### config.mk
export PLATFORM = sky130hd
export DESIGN_NAME = keypad_scanner_flat
export DESIGN_NICKNAME = d
export VERILOG_FILES = /design/src/rtl/keypad_pkg.sv /design/src/rtl/keypad_scanner_if.sv /design/src/rtl/keypad_debounce.sv /design/src/rtl/keypad_scanner.sv /design/src/flat_wrapper.sv
export SDC_FILE = /design/constraint.sdc
export NUM_CORES = 1
export LEC_CHECK = 0
export CAP_MARGIN = 25
export CORE_UTILIZATION = 48
export DETAILED_ROUTE_END_ITERATION = 6
export PLACE_DENSITY = 0.66
export RECOVER_POWER = 100
export SYNTH_ARGS = -nofsm -noshare
export SYNTH_HDL_FRONTEND = slang
export SYNTH_SLANG_ARGS = --single-unit
### constraint.sdc
create_clock -name clock -period 21.8 [get_ports clock]
set_input_delay 3.27 -clock clock [delete_from_list [all_inputs] [get_ports clock]]
set_output_delay 3.27 -clock clock [all_outputs]
set_load 0.02 [all_outputs]
### src/rtl/keypad_pkg.sv
// Shared definitions for the calculator keypad scanner: key indices, operator
// codes, event-FSM states and small frame helpers.
package keypad_pkg;

  localparam int NUM_ROWS = 5;
  localparam int NUM_COLS = 4;
  localparam int NUM_KEYS = NUM_ROWS * NUM_COLS;

  typedef logic [NUM_KEYS-1:0] frame_t;
  typedef logic [4:0]          key_idx_t;

  localparam key_idx_t K_0    = 5'd0;
  localparam key_idx_t K_1    = 5'd1;
  localparam key_idx_t K_2    = 5'd2;
  localparam key_idx_t K_3    = 5'd3;
  localparam key_idx_t K_4    = 5'd4;
  localparam key_idx_t K_5    = 5'd5;
  localparam key_idx_t K_6    = 5'd6;
  localparam key_idx_t K_7    = 5'd7;
  localparam key_idx_t K_8    = 5'd8;
  localparam key_idx_t K_9    = 5'd9;
  localparam key_idx_t K_ADD  = 5'd10;
  localparam key_idx_t K_SUB  = 5'd11;
  localparam key_idx_t K_MUL  = 5'd12;
  localparam key_idx_t K_DIV  = 5'd13;
  localparam key_idx_t K_EQ   = 5'd14;
  localparam key_idx_t K_BKSP = 5'd15;
  localparam key_idx_t K_CLR  = 5'd16;
  localparam key_idx_t K_MS   = 5'd17;
  localparam key_idx_t K_MR   = 5'd18;
  localparam key_idx_t K_MC   = 5'd19;

  localparam logic [1:0] OP_ADD = 2'b00;
  localparam logic [1:0] OP_SUB = 2'b01;
  localparam logic [1:0] OP_MUL = 2'b10;
  localparam logic [1:0] OP_DIV = 2'b11;

  typedef enum logic [1:0] {
    ST_IDLE    = 2'd0,
    ST_PRESSED = 2'd1,
    ST_LOCKED  = 2'd2
  } kp_state_e;

  typedef struct packed {
    logic dig;
    logic op;
    logic sub;
    logic ex;
    logic bksp;
    logic clr;
    logic ms;
    logic mr;
    logic mc;
  } key_pulse_t;

  // Index of the lowest set key; only meaningful when exactly one key is set.
  function automatic key_idx_t key_index(frame_t f);
    key_idx_t idx;
    idx = '0;
    for (int i = NUM_KEYS - 1; i >= 0; i--)
      if (f[i]) idx = key_idx_t'(i);
    return idx;
  endfunction

  // Number of keys down, saturating at 2 ("two or more").
  function automatic logic [1:0] key_count(frame_t f);
    logic [1:0] n;
    n = 2'd0;
    for (int i = 0; i < NUM_KEYS; i++)
      if (f[i] && n != 2'd2) n = n + 2'd1;
    return n;
  endfunction

endpackage

### src/rtl/keypad_scanner_if.sv
// Keypad matrix and key-event bundle between the scanner (master) and the
// calculator control logic / matrix model (slave).
interface keypad_scanner_if;
  logic [3:0] col_out;
  logic [4:0] row_in;
  logic       key_dig;
  logic       key_op;
  logic       key_sub;
  logic       key_ex;
  logic       key_bksp;
  logic       key_clr;
  logic       key_ms;
  logic       key_mr;
  logic       key_mc;
  logic [3:0] digit;
  logic [1:0] op_code;

  modport master (
    output col_out, key_dig, key_op, key_sub, key_ex, key_bksp, key_clr,
           key_ms, key_mr, key_mc, digit, op_code,
    input  row_in
  );

  modport slave (
    input  col_out, key_dig, key_op, key_sub, key_ex, key_bksp, key_clr,
           key_ms, key_mr, key_mc, digit, op_code,
    output row_in
  );
endinterface

### src/rtl/keypad_debounce.sv
// Frame-level debouncer: the debounced frame follows the scanned frame once it
// has repeated unchanged for DEBOUNCE_SCANS consecutive frames.
module keypad_debounce
  import keypad_pkg::*;
#(
  parameter int DEBOUNCE_SCANS = 4
) (
  input  logic   clock,
  input  logic   reset,
  input  frame_t frame_i,
  input  logic   frame_vld_i,
  output frame_t deb_frame_o,
  output logic   deb_vld_o
);

  localparam int            CW      = $clog2(DEBOUNCE_SCANS + 1);
  localparam logic [CW-1:0] CNT_MAX = CW'(DEBOUNCE_SCANS);

  frame_t        prev_q, prev_d;
  frame_t        deb_q, deb_d;
  logic [CW-1:0] cnt_q, cnt_d;
  logic          vld_q, vld_d;

  always_comb begin
    prev_d = prev_q;
    deb_d  = deb_q;
    cnt_d  = cnt_q;
    vld_d  = 1'b0;
    if (frame_vld_i) begin
      prev_d = frame_i;
      if (frame_i == prev_q)
        cnt_d = (cnt_q == CNT_MAX) ? cnt_q : cnt_q + 1'b1;
      else
        cnt_d = '0;
      // Strobes every frame while stable so downstream can count frames held.
      if (cnt_d == CNT_MAX) begin
        deb_d = frame_i;
        vld_d = 1'b1;
      end
    end
  end

  always_ff @(posedge clock or posedge reset) begin
    if (reset) begin
      prev_q <= '0;
      deb_q  <= '0;
      cnt_q  <= '0;
      vld_q  <= 1'b0;
    end else begin
      prev_q <= prev_d;
      deb_q  <= deb_d;
      cnt_q  <= cnt_d;
      vld_q  <= vld_d;
    end
  end

  assign deb_frame_o = deb_q;
  assign deb_vld_o   = vld_q;

endmodule

### src/rtl/keypad_scanner.sv
// 4x5 calculator keypad scanner: column scan, row synchronizer, debounce and
// one-pulse-per-press event decode. Define KEYPAD_REPEAT_EN for BKSP auto-repeat.
module keypad_scanner
  import keypad_pkg::*;
#(
  parameter int SCAN_CYCLES          = 1000,
  parameter int DEBOUNCE_SCANS       = 4,
  parameter int REPEAT_DELAY_FRAMES  = 50,
  parameter int REPEAT_PERIOD_FRAMES = 10
) (
  input  logic clock,
  input  logic reset,
  keypad_scanner_if.master kp
);

  localparam int            DW         = (SCAN_CYCLES > 1) ? $clog2(SCAN_CYCLES) : 1;
  localparam logic [DW-1:0] DWELL_LAST = DW'(SCAN_CYCLES - 1);

  logic [NUM_ROWS-1:0] sync1_q, sync1_d, sync2_q, sync2_d;
  logic [DW-1:0]       dwell_q, dwell_d;
  logic [1:0]          col_q, col_d;
  frame_t              frame_q, frame_d;
  logic                frame_vld;
  frame_t              deb_frame;
  logic                deb_vld;

  kp_state_e  state_q, state_d;
  logic [1:0] key_cnt;
  key_idx_t   key_idx;
  logic [4:0] op_off;
  logic       press_fire;
  logic       rep_fire;
  key_pulse_t pulse_q, pulse_d;
  logic [3:0] digit_q, digit_d;
  logic [1:0] op_code_q, op_code_d;

  // The debouncer sees the completed frame on the same edge it is captured.
  always_comb begin
    sync1_d   = kp.row_in;
    sync2_d   = sync1_q;
    dwell_d   = dwell_q + 1'b1;
    col_d     = col_q;
    frame_d   = frame_q;
    frame_vld = 1'b0;
    if (dwell_q == DWELL_LAST) begin
      dwell_d = '0;
      col_d   = col_q + 2'd1;
      for (int r = 0; r < NUM_ROWS; r++)
        frame_d[r*NUM_COLS + int'(col_q)] = ~sync2_q[r];
      frame_vld = (col_q == 2'd3);
    end
  end

  always_ff @(posedge clock or posedge reset) begin
    if (reset) begin
      sync1_q <= '0;
      sync2_q <= '0;
      dwell_q <= '0;
      col_q   <= '0;
      frame_q <= '0;
    end else begin
      sync1_q <= sync1_d;
      sync2_q <= sync2_d;
      dwell_q <= dwell_d;
      col_q   <= col_d;
      frame_q <= frame_d;
    end
  end

  assign kp.col_out = ~(4'b0001 << col_q);

  keypad_debounce #(
    .DEBOUNCE_SCANS (DEBOUNCE_SCANS)
  ) u_debounce (
    .clock       (clock),
    .reset       (reset),
    .frame_i     (frame_d),
    .frame_vld_i (frame_vld),
    .deb_frame_o (deb_frame),
    .deb_vld_o   (deb_vld)
  );

  assign key_cnt = key_count(deb_frame);
  assign key_idx = key_index(deb_frame);

  always_ff @(posedge clock or posedge reset) begin
    if (reset) state_q <= ST_IDLE;
    else       state_q <= state_d;
  end

  // Only a full release returns to IDLE, so a new press needs an empty frame first.
  always_comb begin
    state_d = state_q;
    if (deb_vld) begin
      if (key_cnt == 2'd0)
        state_d = ST_IDLE;
      else begin
        case (state_q)
          ST_IDLE:    state_d = (key_cnt == 2'd1) ? ST_PRESSED : ST_LOCKED;
          ST_PRESSED: state_d = (key_cnt == 2'd1) ? ST_PRESSED : ST_LOCKED;
          default:    state_d = ST_LOCKED;
        endcase
      end
    end
  end

  always_comb begin
    pulse_d    = '0;
    digit_d    = digit_q;
    op_code_d  = op_code_q;
    op_off     = key_idx - K_ADD;
    press_fire = deb_vld && (state_q == ST_IDLE) && (key_cnt == 2'd1);
    if (press_fire) begin
      if (key_idx <= K_9) begin
        pulse_d.dig = 1'b1;
        digit_d     = key_idx[3:0];
      end else if (key_idx <= K_DIV) begin
        pulse_d.op  = 1'b1;
        pulse_d.sub = (key_idx == K_SUB);
        op_code_d   = op_off[1:0];
      end else begin
        case (key_idx)
          K_EQ:    pulse_d.ex   = 1'b1;
          K_BKSP:  pulse_d.bksp = 1'b1;
          K_CLR:   pulse_d.clr  = 1'b1;
          K_MS:    pulse_d.ms   = 1'b1;
          K_MR:    pulse_d.mr   = 1'b1;
          K_MC:    pulse_d.mc   = 1'b1;
          default: ;
        endcase
      end
    end
    if (rep_fire) pulse_d.bksp = 1'b1;
  end

`ifdef KEYPAD_REPEAT_EN
  localparam int RPT_MAX = (REPEAT_DELAY_FRAMES > REPEAT_PERIOD_FRAMES) ?
                           REPEAT_DELAY_FRAMES : REPEAT_PERIOD_FRAMES;
  localparam int     RW         = $clog2(RPT_MAX + 1);
  localparam frame_t BKSP_FRAME = frame_t'(1) << K_BKSP;

  logic [RW-1:0] rep_cnt_q, rep_cnt_d, rep_next;
  logic          rep_late_q, rep_late_d;

  // rep_late marks that the first (long) delay has elapsed.
  always_comb begin
    rep_cnt_d  = rep_cnt_q;
    rep_late_d = rep_late_q;
    rep_fire   = 1'b0;
    rep_next   = rep_cnt_q + 1'b1;
    if (state_d != ST_PRESSED || (deb_vld && deb_frame != BKSP_FRAME)) begin
      rep_cnt_d  = '0;
      rep_late_d = 1'b0;
    end else if (deb_vld && state_q == ST_PRESSED) begin
      if (rep_next == (rep_late_q ? RW'(REPEAT_PERIOD_FRAMES) : RW'(REPEAT_DELAY_FRAMES))) begin
        rep_fire   = 1'b1;
        rep_cnt_d  = '0;
        rep_late_d = 1'b1;
      end else begin
        rep_cnt_d = rep_next;
      end
    end
  end

  always_ff @(posedge clock or posedge reset) begin
    if (reset) begin
      rep_cnt_q  <= '0;
      rep_late_q <= 1'b0;
    end else begin
      rep_cnt_q  <= rep_cnt_d;
      rep_late_q <= rep_late_d;
    end
  end
`else
  localparam int unused_repeat_cfg = REPEAT_DELAY_FRAMES + REPEAT_PERIOD_FRAMES;
  assign rep_fire = 1'b0;
`endif

  always_ff @(posedge clock or posedge reset) begin
    if (reset) begin
      pulse_q   <= '0;
      digit_q   <= '0;
      op_code_q <= OP_ADD;
    end else begin
      pulse_q   <= pulse_d;
      digit_q   <= digit_d;
      op_code_q <= op_code_d;
    end
  end

  assign kp.key_dig  = pulse_q.dig;
  assign kp.key_op   = pulse_q.op;
  assign kp.key_sub  = pulse_q.sub;
  assign kp.key_ex   = pulse_q.ex;
  assign kp.key_bksp = pulse_q.bksp;
  assign kp.key_clr  = pulse_q.clr;
  assign kp.key_ms   = pulse_q.ms;
  assign kp.key_mr   = pulse_q.mr;
  assign kp.key_mc   = pulse_q.mc;
  assign kp.digit    = digit_q;
  assign kp.op_code  = op_code_q;

endmodule

### src/flat_wrapper.sv
// flat-port wrapper written by rule: the top's interface ports become plain ports
module keypad_scanner_flat import keypad_pkg::*;
#(
  parameter int SCAN_CYCLES          = 1000,
  parameter int DEBOUNCE_SCANS       = 4,
  parameter int REPEAT_DELAY_FRAMES  = 50,
  parameter int REPEAT_PERIOD_FRAMES = 10
)
  (clock, reset, kp_col_out, kp_key_dig, kp_key_op, kp_key_sub, kp_key_ex, kp_key_bksp, kp_key_clr, kp_key_ms, kp_key_mr, kp_key_mc, kp_digit, kp_op_code, kp_row_in);
  keypad_scanner_if kp_i ();
  input  logic clock;
  input  logic reset;
  output wire logic [$bits(kp_i.col_out)-1:0] kp_col_out;
  output wire logic [$bits(kp_i.key_dig)-1:0] kp_key_dig;
  output wire logic [$bits(kp_i.key_op)-1:0] kp_key_op;
  output wire logic [$bits(kp_i.key_sub)-1:0] kp_key_sub;
  output wire logic [$bits(kp_i.key_ex)-1:0] kp_key_ex;
  output wire logic [$bits(kp_i.key_bksp)-1:0] kp_key_bksp;
  output wire logic [$bits(kp_i.key_clr)-1:0] kp_key_clr;
  output wire logic [$bits(kp_i.key_ms)-1:0] kp_key_ms;
  output wire logic [$bits(kp_i.key_mr)-1:0] kp_key_mr;
  output wire logic [$bits(kp_i.key_mc)-1:0] kp_key_mc;
  output wire logic [$bits(kp_i.digit)-1:0] kp_digit;
  output wire logic [$bits(kp_i.op_code)-1:0] kp_op_code;
  input wire logic [$bits(kp_i.row_in)-1:0] kp_row_in;
  assign kp_col_out = kp_i.col_out;
  assign kp_key_dig = kp_i.key_dig;
  assign kp_key_op = kp_i.key_op;
  assign kp_key_sub = kp_i.key_sub;
  assign kp_key_ex = kp_i.key_ex;
  assign kp_key_bksp = kp_i.key_bksp;
  assign kp_key_clr = kp_i.key_clr;
  assign kp_key_ms = kp_i.key_ms;
  assign kp_key_mr = kp_i.key_mr;
  assign kp_key_mc = kp_i.key_mc;
  assign kp_digit = kp_i.digit;
  assign kp_op_code = kp_i.op_code;
  assign kp_i.row_in = kp_row_in;
  keypad_scanner #(.SCAN_CYCLES(SCAN_CYCLES), .DEBOUNCE_SCANS(DEBOUNCE_SCANS), .REPEAT_DELAY_FRAMES(REPEAT_DELAY_FRAMES), .REPEAT_PERIOD_FRAMES(REPEAT_PERIOD_FRAMES)) u_core (.clock(clock), .reset(reset), .kp(kp_i));
endmodule
==> key figures, run 1 <==
Outcome
  • Status: complete, but fails checks
  • Violations in the final reports: max-capacitance violations, max-slew violations

Global routing
  • Largest net degree at the start of global routing: 80
  • Vias in the first global route: approximately 3,600
  • GR Util All Layers: 0.191
  • Initial antenna violation count: 0
  • Total gr overflow: 0
  • First-pass GRT wire length: roughly 18 mm

Yosys
  • Yosys reg bits: 103
  • Ranking of synthesized cells by area: dfrtp_1, ha_1, mux2_2
  • Synth Cell Area: approximately 0.0056 mm2
  • Post-Synth XOR/XNOR Area: 0.0883
  • Register area share after synthesis: 0.463
  • Syn nets: between 500 and 600
  • Synth Area in Simple Gates: 0.168
  • Primary FF master, synth: dfrtp_1
  • Synth unique cells: 64
  • Compound-gate portion of the synthesized area: 0.115
  • Syn avg cell area: 10.4 um2
  • EDFF count, synth: 0
  • Post-synthesis async set-or-reset flop share: 1.00
  • Largest family of logic cells by synthesized area: simple AND/OR/NAND/NOR gates
  • YS warnings: 0
  • Area share of fa/ha/maj cells after synthesis: 0.0607
  • Mux cell area share after synthesis: 0.0733
  • Area leader, netlist: dfrtp_1
  • Top cell type's share of synthesized area: 0.463
  • Synth Instances: approximately 530

Worst setup path
  • Most frequent CP cell: ha_1
  • Reg2Reg Depth: 80
  • Critical path fanouts, max: 7
  • CP endpoint: u_core.kp.op_code[1]
  • Critical path endpoint category: register
  • Crit path DAT: 19,250 ps
  • Crit path kind: register to register
  • R2R Path Start: u_core.u_debounce.deb_frame_o[0]
  • Worst path required time: ~22,000 ps
  • CP max stage delay: approximately 1100 ps
  • R2r setup slk: 2790 ps
  • CP max-delay cell: nor4_1
  • Type of origin of the critical path: register
  • R2r endpoint: u_core.kp.op_code[1]
  • Worst Setup SP: u_core.u_debounce.deb_frame_o[0]

STA
  • Count of pins over their slew limit: 111
  • Rel. slew slack: -1.42
  • Worst-margin pin slew: 3620 ps
  • RSZ-0062 raised after global routing: false
  • Final clock skew: between 10 and 15 ps
  • Max Freq: roughly 53 MHz
  • Total negative slack: 0 ps
  • Tcrit/Tclk final: 0.872
  • Final min period: between 15,000 and 20,000 ps
  • Final Hold Fails: 0
  • Final setup fails: 0

Cells and area
  • Most common cell after layout, fill and taps aside: dfrtp_1
  • Nets: between 500 and 600
  • Synth-to-layout area growth: 12.4%
  • Commonest non-fill, non-tap cells in the layout: dfrtp_1, nand2_1, nor2_1
  • Share of cells above drive strength 1: 0.104
  • Ant. Diodes: 0
  • Design area: 0.00625 mm2

Pwr
  • VDD IR-drop max: 84.6 uV
  • PwrDens: a little under 60 mW/mm2
  • Leak: 3.01 nW

Floorplan
  • Die height: ~110 um
  • Die area: about 0.012 mm2
  • # IOs: 26
  • Die Width: 110 um
  • Rows: 38
  • Initial Util: 0.502
  • Core outline area: about 0.011 mm2

CTS
  • Clock Path Buffers: 2
  • Post_cts resized: 0
  • Clock transition at path regs: about 70 ps
  • Clock Sinks: between 100 and 150
  • CTS H-tree lvls: 3
  • Clk_lat worst skew: between 300 and 400 ps
  • CTS tree: yes
  • Hold-fix buffers, CTS: 0
  • TritonCTS Buffers: 9
  • Clock root buffer: clkbuf_16
  • Post-CTS Setup Inserts: 0

Min path
  • Min-Delay Path Class: register to register
  • Hold path depth: 0

Run
  • MaxCap Viol Count: 2

Drt
  • WL final: about 10 mm
  • DRC violations left: 0
  • Via/cell ratio: approximately 5.4
  • Number of routed nets with antenna violations: 0
  • DR vias: roughly 3,800
  • DR iter-0 viols: between 150 and 200
  • Wire per inst: approximately 15 um
  • Pre-antenna DRT Iters: 4

Placed design
  • Estimated wirelength of the detail-placed design: approximately 7.8 mm
  • Placed inst area: slightly below 0.006 mm2
  • Buffers on Ports: 25
  • Final GP Congestion: roughly 0.82
[how the worst min path moves through the flow]
stage	end	from	slack, ps
after global routing	u_core.sync2_q[4]	u_core.sync1_q[4]	360
final	u_core.sync2_q[2]	u_core.sync1_q[2]	350
after CTS	u_core.sync2_q[4]	u_core.sync1_q[4]	350
after global placement	u_core.sync2_q[4]	u_core.sync1_q[4]	330
after detailed placement	u_core.sync2_q[4]	u_core.sync1_q[4]	340
after floorplan	u_core.sync2_q[0]	u_core.sync1_q[0]	330
[report_power, final]
| part | internal, mW | switching [mW] |
|---|---|---|
| sequential | 0.192 | 0.000773 |
| clock | 0.0928 | 0.0778 |
| combinational | 0.000802 | 0.00366 |
[logic make-up (layout without fill, tap and decap cells)]
family | after synthesis | count (layout)
and+or+nand+nor | 175 | 175
buffers and inverters | 43 | 76
AOI/OAI and AO/OA | 99 | 99
DFF | 103 | 103
xor gates and xnor gates | 50 | 50
adders and majority gates | 27 | 27
muxes | 37 | 37
[layout make-up]
| type | count | area, um2 |
|---|---|---|
| fill | 965 | 4820 |
| multi-input combinational | 388 | 2790 |
| sequential | 103 | 2580 |
| timing repair buffer | 28 | 262 |
| clock buffer | 9 | 225 |
| tap | 140 | 175 |
| inverter | 32 | 121 |
| clock inverter | 7 | 100 |
[per-stage QoR]
stage	std cells	total power [mW]	setup slack (ps)	utilization	hold WS, ps
after detailed placement	690	0.202	3560	0.538	337
after CTS	706	0.372	3460	0.567	354
after global placement	690	0.201	4270	0.538	333
after floorplan	534	0.199	5640	-	331
final	707	0.368	2790	0.565	352
after global routing	707	0.379	887	0.565	355
[state kept, by name, indices dropped and copies added, names as in the netlist, 3 cells and up]
| register | cells |
|---|---|
| u_core.dwell_q | 10 |
| u_core.frame_q | 20 |
| u_core.kp.digit | 4 |
| u_core.sync1_q | 5 |
| u_core.sync2_q | 5 |
| u_core.u_debounce.cnt_q | 3 |
| u_core.u_debounce.deb_frame_o | 20 |
| u_core.u_debounce.prev_q | 20 |
[critical path: cells and delay by family, from the launching register on]
family,cells,cell delay (ps)
AO/OA/AOI/OAI,12,2550
XOR/XNOR,14,3820
adder cells (fa/ha/maj),18,3920
buffers and inverters,6,550
flip-flops,1,420
multiplexers,2,600
AND/OR/NAND/NOR,28,7030
[per-layer routing]
metal	GRT usage	share of wire	routed length [um]	up-vias
li1	-	-	-	1900
met3	0.0391	0.025	254	14
met2	0.315	0.49	5060	42
met4	0.0657	0.014	150	0
met5	0	0	0	-
met1	0.251	0.47	4890	1833
[cell usage after synthesis, types with 2 or more instances]
cell,count
clkbuf_1,5
and3_1,2
nor2b_1,13
o22ai_1,5
nand2b_1,12
xnor3_2,2
a21boi_0,2
buf_2,4
a21oi_1,19
nor2_1,32
and2_1,6
xnor2_1,29
o21ai_0,30
nor3_1,8
inv_1,32
nor4_1,8
o41ai_1,4
xor2_1,17
nand3_1,7
a21o_1,8
or3_1,4
mux2_2,30
o21bai_1,7
dfrtp_1,103
nor3b_1,2
ha_1,27
a31oi_1,4
mux2i_1,7
nand4_1,2
o21a_1,9
and2b_1,2
nand2_1,60
Power figures use the tool's default switching activity.
==> run 2, diff against run 1 <==
--- a/config.mk
+++ b/config.mk
@@ -6,9 +6,9 @@
 export NUM_CORES = 1
 export LEC_CHECK = 0
 export CAP_MARGIN = 25
-export CORE_UTILIZATION = 48
+export CORE_UTILIZATION = 45
 export DETAILED_ROUTE_END_ITERATION = 6
-export PLACE_DENSITY = 0.66
+export GPL_TIMING_DRIVEN = 0
 export RECOVER_POWER = 100
 export SYNTH_ARGS = -nofsm -noshare
 export SYNTH_HDL_FRONTEND = slang
==> run 2 against run 1 <==
Sequential power hardly changed. Critical endpoint unchanged. The run still ends with max-capacitance violations, max-slew violations left. Utilization is 4.2 points lower. Fmax is 1.7% lower. Critical path depth is 3 higher. Setup slack worse by 330 ps. First-iteration DRC count is 25% lower. Routed wire length is 5.4% higher. Total power is 2.8% lower.
==> key figures, run 2 (synthesis gave the netlist of run 1 again) <==
Outcome
  • Status: complete, but fails checks
  • Violations in the final reports: max-capacitance violations, max-slew violations

Placed design
  • Place WS: roughly 3400 ps
  • Estimated wirelength of the detail-placed design: 8.22 mm
  • Final GP Congestion: slightly below 0.8
  • Buffers on Ports: 25
  • Cells after DPL: a little over 700

Drt
  • Wire per inst: roughly 15 um
  • DRC violations left: 0
  • Pre-antenna DRT Iters: 4
  • DR vias: roughly 3,900
  • Via/cell ratio: 5.37
  • WL final: around 11 mm
  • DR iter-0 viols: about 140
  • Number of routed nets with antenna violations: 0

Worst setup path
  • Reg2Reg Depth: 83
  • Critical path fanouts, max: 7
  • CP max stage delay: roughly 1200 ps
  • R2R Path Start: u_core.u_debounce.deb_frame_o[0]
  • R2r setup slk: roughly 2500 ps
  • Critical path endpoint category: register
  • Worst path required time: roughly 22,000 ps
  • Type of origin of the critical path: register
  • R2r endpoint: u_core.kp.op_code[1]
  • CP max-delay cell: nor4_1
  • Most frequent CP cell: ha_1
  • Crit path DAT: ~20,000 ps
  • Crit path kind: register to register

Floorplan
  • Core outline area: approximately 0.012 mm2
  • Initial Util: 0.463
  • Die area: ~0.013 mm2
  • Die Width: 113 um
  • Rows: 40
  • Die height: 113 um
  • # IOs: 26

STA
  • Max Freq: 51.7 MHz
  • Total negative slack: 0 ps
  • Final setup margin: ~2500 ps
  • RSZ-0062 raised after global routing: false
  • Worst-margin pin slew: 3020 ps
  • Tcrit/Tclk final: 0.887
  • Final setup fails: 0
  • Final clock skew: about 7.0 ps
  • Rel. slew slack: -1.01
  • Count of pins over their slew limit: approximately 110
  • Final Hold Fails: 0
  • Final min period: between 15,000 and 20,000 ps

Min path
  • Hold path depth: 0
  • Min-Delay Path Class: register to register
  • WHS Endpoint: u_core.sync2_q[3]
  • HP Start: u_core.sync1_q[3]

Cells and area
  • Most common cell after layout, fill and taps aside: dfrtp_1
  • Non-filler instance count after layout: approximately 720
  • Share of cells above drive strength 1: 0.108
  • Fin util: 0.523
  • Commonest non-fill, non-tap cells in the layout: dfrtp_1, nand2_1, nor2_1
  • Synth-to-layout area growth: 12.7%
  • Nets: just over 600
  • Ant. Diodes: 0
  • Layout fillers: about 1,100

CTS
  • Post_cts resized: 0
  • CTS tree: yes
  • Clock root buffer: clkbuf_16
  • Clock Sinks: 103
  • TritonCTS Buffers: 9
  • Clock Path Buffers: 2
  • Clock transition at path regs: about 70 ps
  • Hold-fix buffers, CTS: 0
  • Post-CTS Setup Inserts: 0
  • CTS H-tree lvls: 3
  • Clk_lat worst skew: 360 ps

Global routing
  • Total gr overflow: 0
  • Initial antenna violation count: 0
  • Largest net degree at the start of global routing: 58
  • GR Util All Layers: 0.189
  • First-pass GRT wire length: 18.7 mm
  • Vias in the first global route: a little under 4,000

Run
  • MaxCap Viol Count: 3

Pwr
  • PwrDens: around 57 mW/mm2
  • Leak: 3.01 nW
  • VDD IR-drop max: approximately 43 uV
  • Total power: 357 uW
-- run 2: metal layers --
metal  routed length, um  vias to the layer above  GRT usage
met5                   0                        -          0
met4                 160                        0     0.0553
met3                 308                       13     0.0514
met2                5140                       46      0.312
met1                5300                     1892      0.243
li1                    -                     1931          -
-- run 2: where the power goes --
| part | switching (mW) | leakage (nW) | internal (mW) |
|---|---|---|---|
| Combinational | 0.00366 | 1.46 | 0.000766 |
| Sequential | 0.000757 | 1.40 | 0.192 |
| Clock | 0.0768 | 0.147 | 0.0834 |
-- run 2: how the worst max path moves through the flow --
stage | to | slack [ps] | startpoint
finish | u_core.kp.op_code[1] | 2460 | u_core.u_debounce.deb_frame_o[0]
global route | u_core.kp.op_code[1] | 840 | u_core.u_debounce.deb_frame_o[0]
CTS | u_core.kp.op_code[1] | 3340 | u_core.u_debounce.deb_frame_o[0]
detailed placement | u_core.kp.op_code[1] | 3440 | u_core.u_debounce.deb_frame_o[0]
global placement | u_core.kp.op_code[0] | 3920 | u_core.u_debounce.deb_frame_o[0]
floorplan | u_core.kp.op_code[0] | 5640 | u_core.u_debounce.deb_frame_o[0]
-- run 2: critical path: cells and delay by family (launching register included) --
kind | cells | cell delay (ps)
compound gates | 12 | 2510
xor+xnor | 14 | 3830
fa+ha+maj | 18 | 3890
buf+inv | 8 | 910
flops | 1 | 430
mux | 2 | 610
simple gates | 29 | 7050
-- run 2: metrics by stage --
| stage | area [um2] | hold slack [ps] |
|---|---|---|
| 3_5_place_dp | 6030 | 335 |
| 3_3_place_gp | 6000 | 333 |
| 4_1_cts | 6330 | 353 |
| 6_report | 6280 | 351 |
| 5_1_grt | 6280 | 362 |
| 2_1_floorplan | 5570 | 331 |
-- run 2: cell type report --
cell class | count | area [um2] | area share
Sequential cell | 103 | 2580 | 0.411
Clock buffer | 10 | 239 | 0.0381
Inverter | 32 | 121 | 0.0193
Clock inverter | 6 | 60.1 | 0.00957
Multi-Input combinational cell | 388 | 2790 | 0.445
Tap cell | 147 | 184 | 0.0293
Timing Repair Buffer | 26 | 254 | 0.0405
Buffer | 11 | 50.0 | 0.00797
==> edit 1 (config.mk and constraints of run 1) <==
Re-encode `kp_state_e` (3 states) as one-hot, 3 bits wide.
--- a/src/rtl/keypad_pkg.sv
+++ b/src/rtl/keypad_pkg.sv
@@ -36,8 +36,8 @@
   localparam logic [1:0] OP_DIV = 2'b11;
 
-  typedef enum logic [1:0] {
-    ST_IDLE    = 2'd0,
-    ST_PRESSED = 2'd1,
-    ST_LOCKED  = 2'd2
+  typedef enum logic [2:0] {
+    ST_IDLE    = 3'b001,
+    ST_PRESSED = 3'b010,
+    ST_LOCKED  = 3'b100
   } kp_state_e;
 
Check against the original RTL: no difference found for any inputs over 10 cycles, from zero or initial values and one cycle with reset high; not proved beyond that.
==> edit 1 against run 1 <==
- the run still ends with capacitance limit, slew limit left
- wire length is 0.46% higher
- worst hold slack got worse by 0.0029 ns
- design area down 1.8%
- setup slack better by 2.0 ns
- via count decreased by 0.63%
- synthesized cell count rose by 1.1%
- synthesized area increased by 0.40%
- sequential cell count grew 1
- combinational power increased by 10%
- total power shrank 3.7%
- largest cell class unchanged
==> edit 1: results <==
{
  "r2r_setup_slack_ns": 4.78,
  "multi_input_cells": 381,
  "grt_pass1_vias": 3747,
  "sw_frac_of_total_pct": 22.6,
  "seq_share_pct": 42.4,
  "track_usage_pct": 19.3,
  "fillers": 1003,
  "fin_skew_ns": 0.00802,
  "clkCellAreaFrac_pct": 4.58,
  "ir_worst_vdd_mv": 0.0676,
  "dp_slack_ns": 5.43,
  "grt_max_degree": 70,
  "ys_types": 61,
  "yosys-mux-area-fraction_pct": 6.78,
  "crit_fanout": 9,
  "critPathArrivalTime_ns": 17.26,
  "maxCapViolCount": 3,
  "leakage_nw": 3.08,
  "buffers_excl_clock": 27,
  "yosys.area_share.adder_pct": 6.04,
  "violations": "capacitance limit, slew limit",
  "synth_compound_gate_area_share_pct": 10.3,
  "syn-num-nets": 574,
  "fin_crit_sh_pct": 78.1,
  "slowest_delay_ns": 0.62,
  "worstMarginPinSlew_ns": 3.55,
  "synth_common_cells": "dfrtp_1, nand2_1, o21ai_0",
  "fin_hold_ws_ns": 0.349,
  "synth.yosys.seq_area_share_pct": 46.6,
  "fin_nets": 598,
  "routed_wl_mm": 10.4,
  "slew_violations": 159,
  "grt_pass1_wl_mm": 17.8,
  "nNonClkInverters": 41,
  "outcome": "finished with violations",
  "nClkBuffers": 10,
  "drt_iter0_drc": 235,
  "cts_sinks": 104,
  "gp_congestion": 0.858,
  "holdPathEnd": "u_core.sync2_q[4]$_DFF_PP0_",
  "crit_start": "u_core.u_debounce.deb_frame_o[1]$_DFFE_PP0P_",
  "layout-drive-gt1-share_pct": 6.33
}
edit 1: cell types whose count changed after synthesis, sizes merged, moves of 3 or more:
cell    before  now
o21ai       30   46
mux2        30   20
inv         32   41
a21oi       19   11
mux2i        7   15
xnor2       29   35
a21o         8    4
nand4        2    6
o22ai        5    1
a31oi        4    1
clkbuf       5    8
nand3b       0    3
o21bai       7    4
o41ai        4    1
edit 1: kinds of logic after synthesis:
family / Yosys count
compound gates: 94
xor+xnor: 53
fa+ha+maj: 27
buf+inv: 55
flops: 104
mux: 35
simple gates: 172
edit 1: power by group through the flow:
stage	sequential (mW)	clock [mW]	combinational, mW
2_1_floorplan	0.198	0	0.00317
3_3_place_gp	0.198	0	0.00559
5_1_grt	0.194	0.167	0.00595
6_report	0.194	0.155	0.00493
4_1_cts	0.194	0.159	0.00573
3_5_place_dp	0.198	0	0.00569
edit 1: metal layers:
| metal | wire (um) | share of wire (%) | vias to the layer above | track usage, % |
|---|---|---|---|---|
| li1 | - | - | 1882 | - |
| met1 | 4790 | 46 | 1837 | 25.1 |
| met2 | 5240 | 50 | 36 | 32.3 |
| met3 | 232 | 2.2 | 10 | 3.97 |
| met4 | 141 | 1.4 | 0 | 6.00 |
| met5 | 0 | 0 | - | 0 |
edit 1: stage by stage:
| step | utilization [%] | cells | cell area [um2] |
|---|---|---|---|
| 2_1_floorplan | - | 540 | 5590 |
| 3_3_place_gp | 52.5 | 696 | 5970 |
| 3_5_place_dp | 52.5 | 696 | 5970 |
| 4_1_cts | 54.9 | 712 | 6250 |
| 5_1_grt | 54.0 | 712 | 6140 |
| 6_report | 54.0 | 712 | 6140 |
==> edit 2 (settings of run 1) <==
Without the edit above. Build with the macro `KEYPAD_REPEAT_EN` defined.
--- a/src/rtl/keypad_scanner.sv
+++ b/src/rtl/keypad_scanner.sv
@@ -1,4 +1,6 @@
 // 4x5 calculator keypad scanner: column scan, row synchronizer, debounce and
 // one-pulse-per-press event decode. Define KEYPAD_REPEAT_EN for BKSP auto-repeat.
+`define KEYPAD_REPEAT_EN
+
 module keypad_scanner
   import keypad_pkg::*;
Behaviour: same outputs for any inputs over 10 cycles, from zero or initial values and one cycle with reset high; that may be too few to reach the edited logic, so the function may still have changed.
==> edit 2 against run 1 <==
- setup slack got worse by 1.2 ns
- sequential cell count increased by 7
- total power increased by 1.8%
- synthesized area increased by 20%
- critical endpoint is now u_core.kp.digit[2]$_DFFE_PP0P_
- largest cell class unchanged
- critical path type unchanged
- wire length increased by 46%
- design area increased by 19%
- clock power decreased by 4%
- the run still ends with capacitance limit, slew limit left
==> edit 2: results <==
{
  "outcome": "finished with violations",
  "multiInputGateArea_mm2": 0.00373,
  "use_met1_pct": 32.4,
  "fin_skew_ns": 0.00783,
  "buffers_excl_clock": 36,
  "wl_met1_mm": 7.48,
  "relSlewSlack_pct": -162,
  "crit_slowest_cell": "or4b_1",
  "grt_pass1_wl_mm": 25.4,
  "vias": 5293,
  "routed_wl_mm": 15.1,
  "synth_common_cells": "nand2_1, dfrtp_1, nor2_1",
  "ir_worst_vdd_mv": 0.0367,
  "crit_fanout": 13,
  "nNonClkInverters": 29,
  "netlist_instances": 732,
  "syn-num-nets": 768,
  "slew_violations": 77,
  "multi_input_area_share_pct": 50.2,
  "sw_frac_of_total_pct": 20.4,
  "dp_cells": 914,
  "post_synth_main_area_contributors": "dfrtp_1, nand2_1, ha_1",
  "violations": "capacitance limit, slew limit",
  "maxCapViolCount": 1,
  "met3_usage_pct": 3.85,
  "ys_types": 76,
  "via_per_inst": 5.69,
  "critPathArrivalTime_ns": 20.40,
  "synth.yosys.seq_area_share_pct": 41.3,
  "multi_input_cells": 563
}
==> edit 2: cell count changes after synthesis, moves of 12 or more <==
cell / before / now
nor3_1: 8 / 20
mux2_2: 30 / 17
nor2_1: 32 / 51
nand2_1: 60 / 125
clkbuf_1: 5 / 22
o21ai_0: 30 / 49
nand3_1: 7 / 25
==> edit 2: logic make-up (layout without fill, tap and decap cells) <==
group	Yosys count	after routing	share of synthesized area, %
simple gates	317	317	23.2
compound gates	129	129	12.6
flops	110	110	41.3
xor+xnor	63	63	9.66
buf+inv	59	81	3.43
fa+ha+maj	29	29	5.44
mux	25	25	4.37
==> edit 2: power by group through the flow <==
stage                     Sequential, mW  Combinational (mW)  Clock [mW]
after floorplan                    0.209             0.00296           0
after global placement             0.210             0.00525           0
after detailed placement           0.210             0.00601           0
after CTS                          0.206             0.00603       0.168
after global routing               0.206             0.00562       0.175
final                              0.206             0.00472       0.164
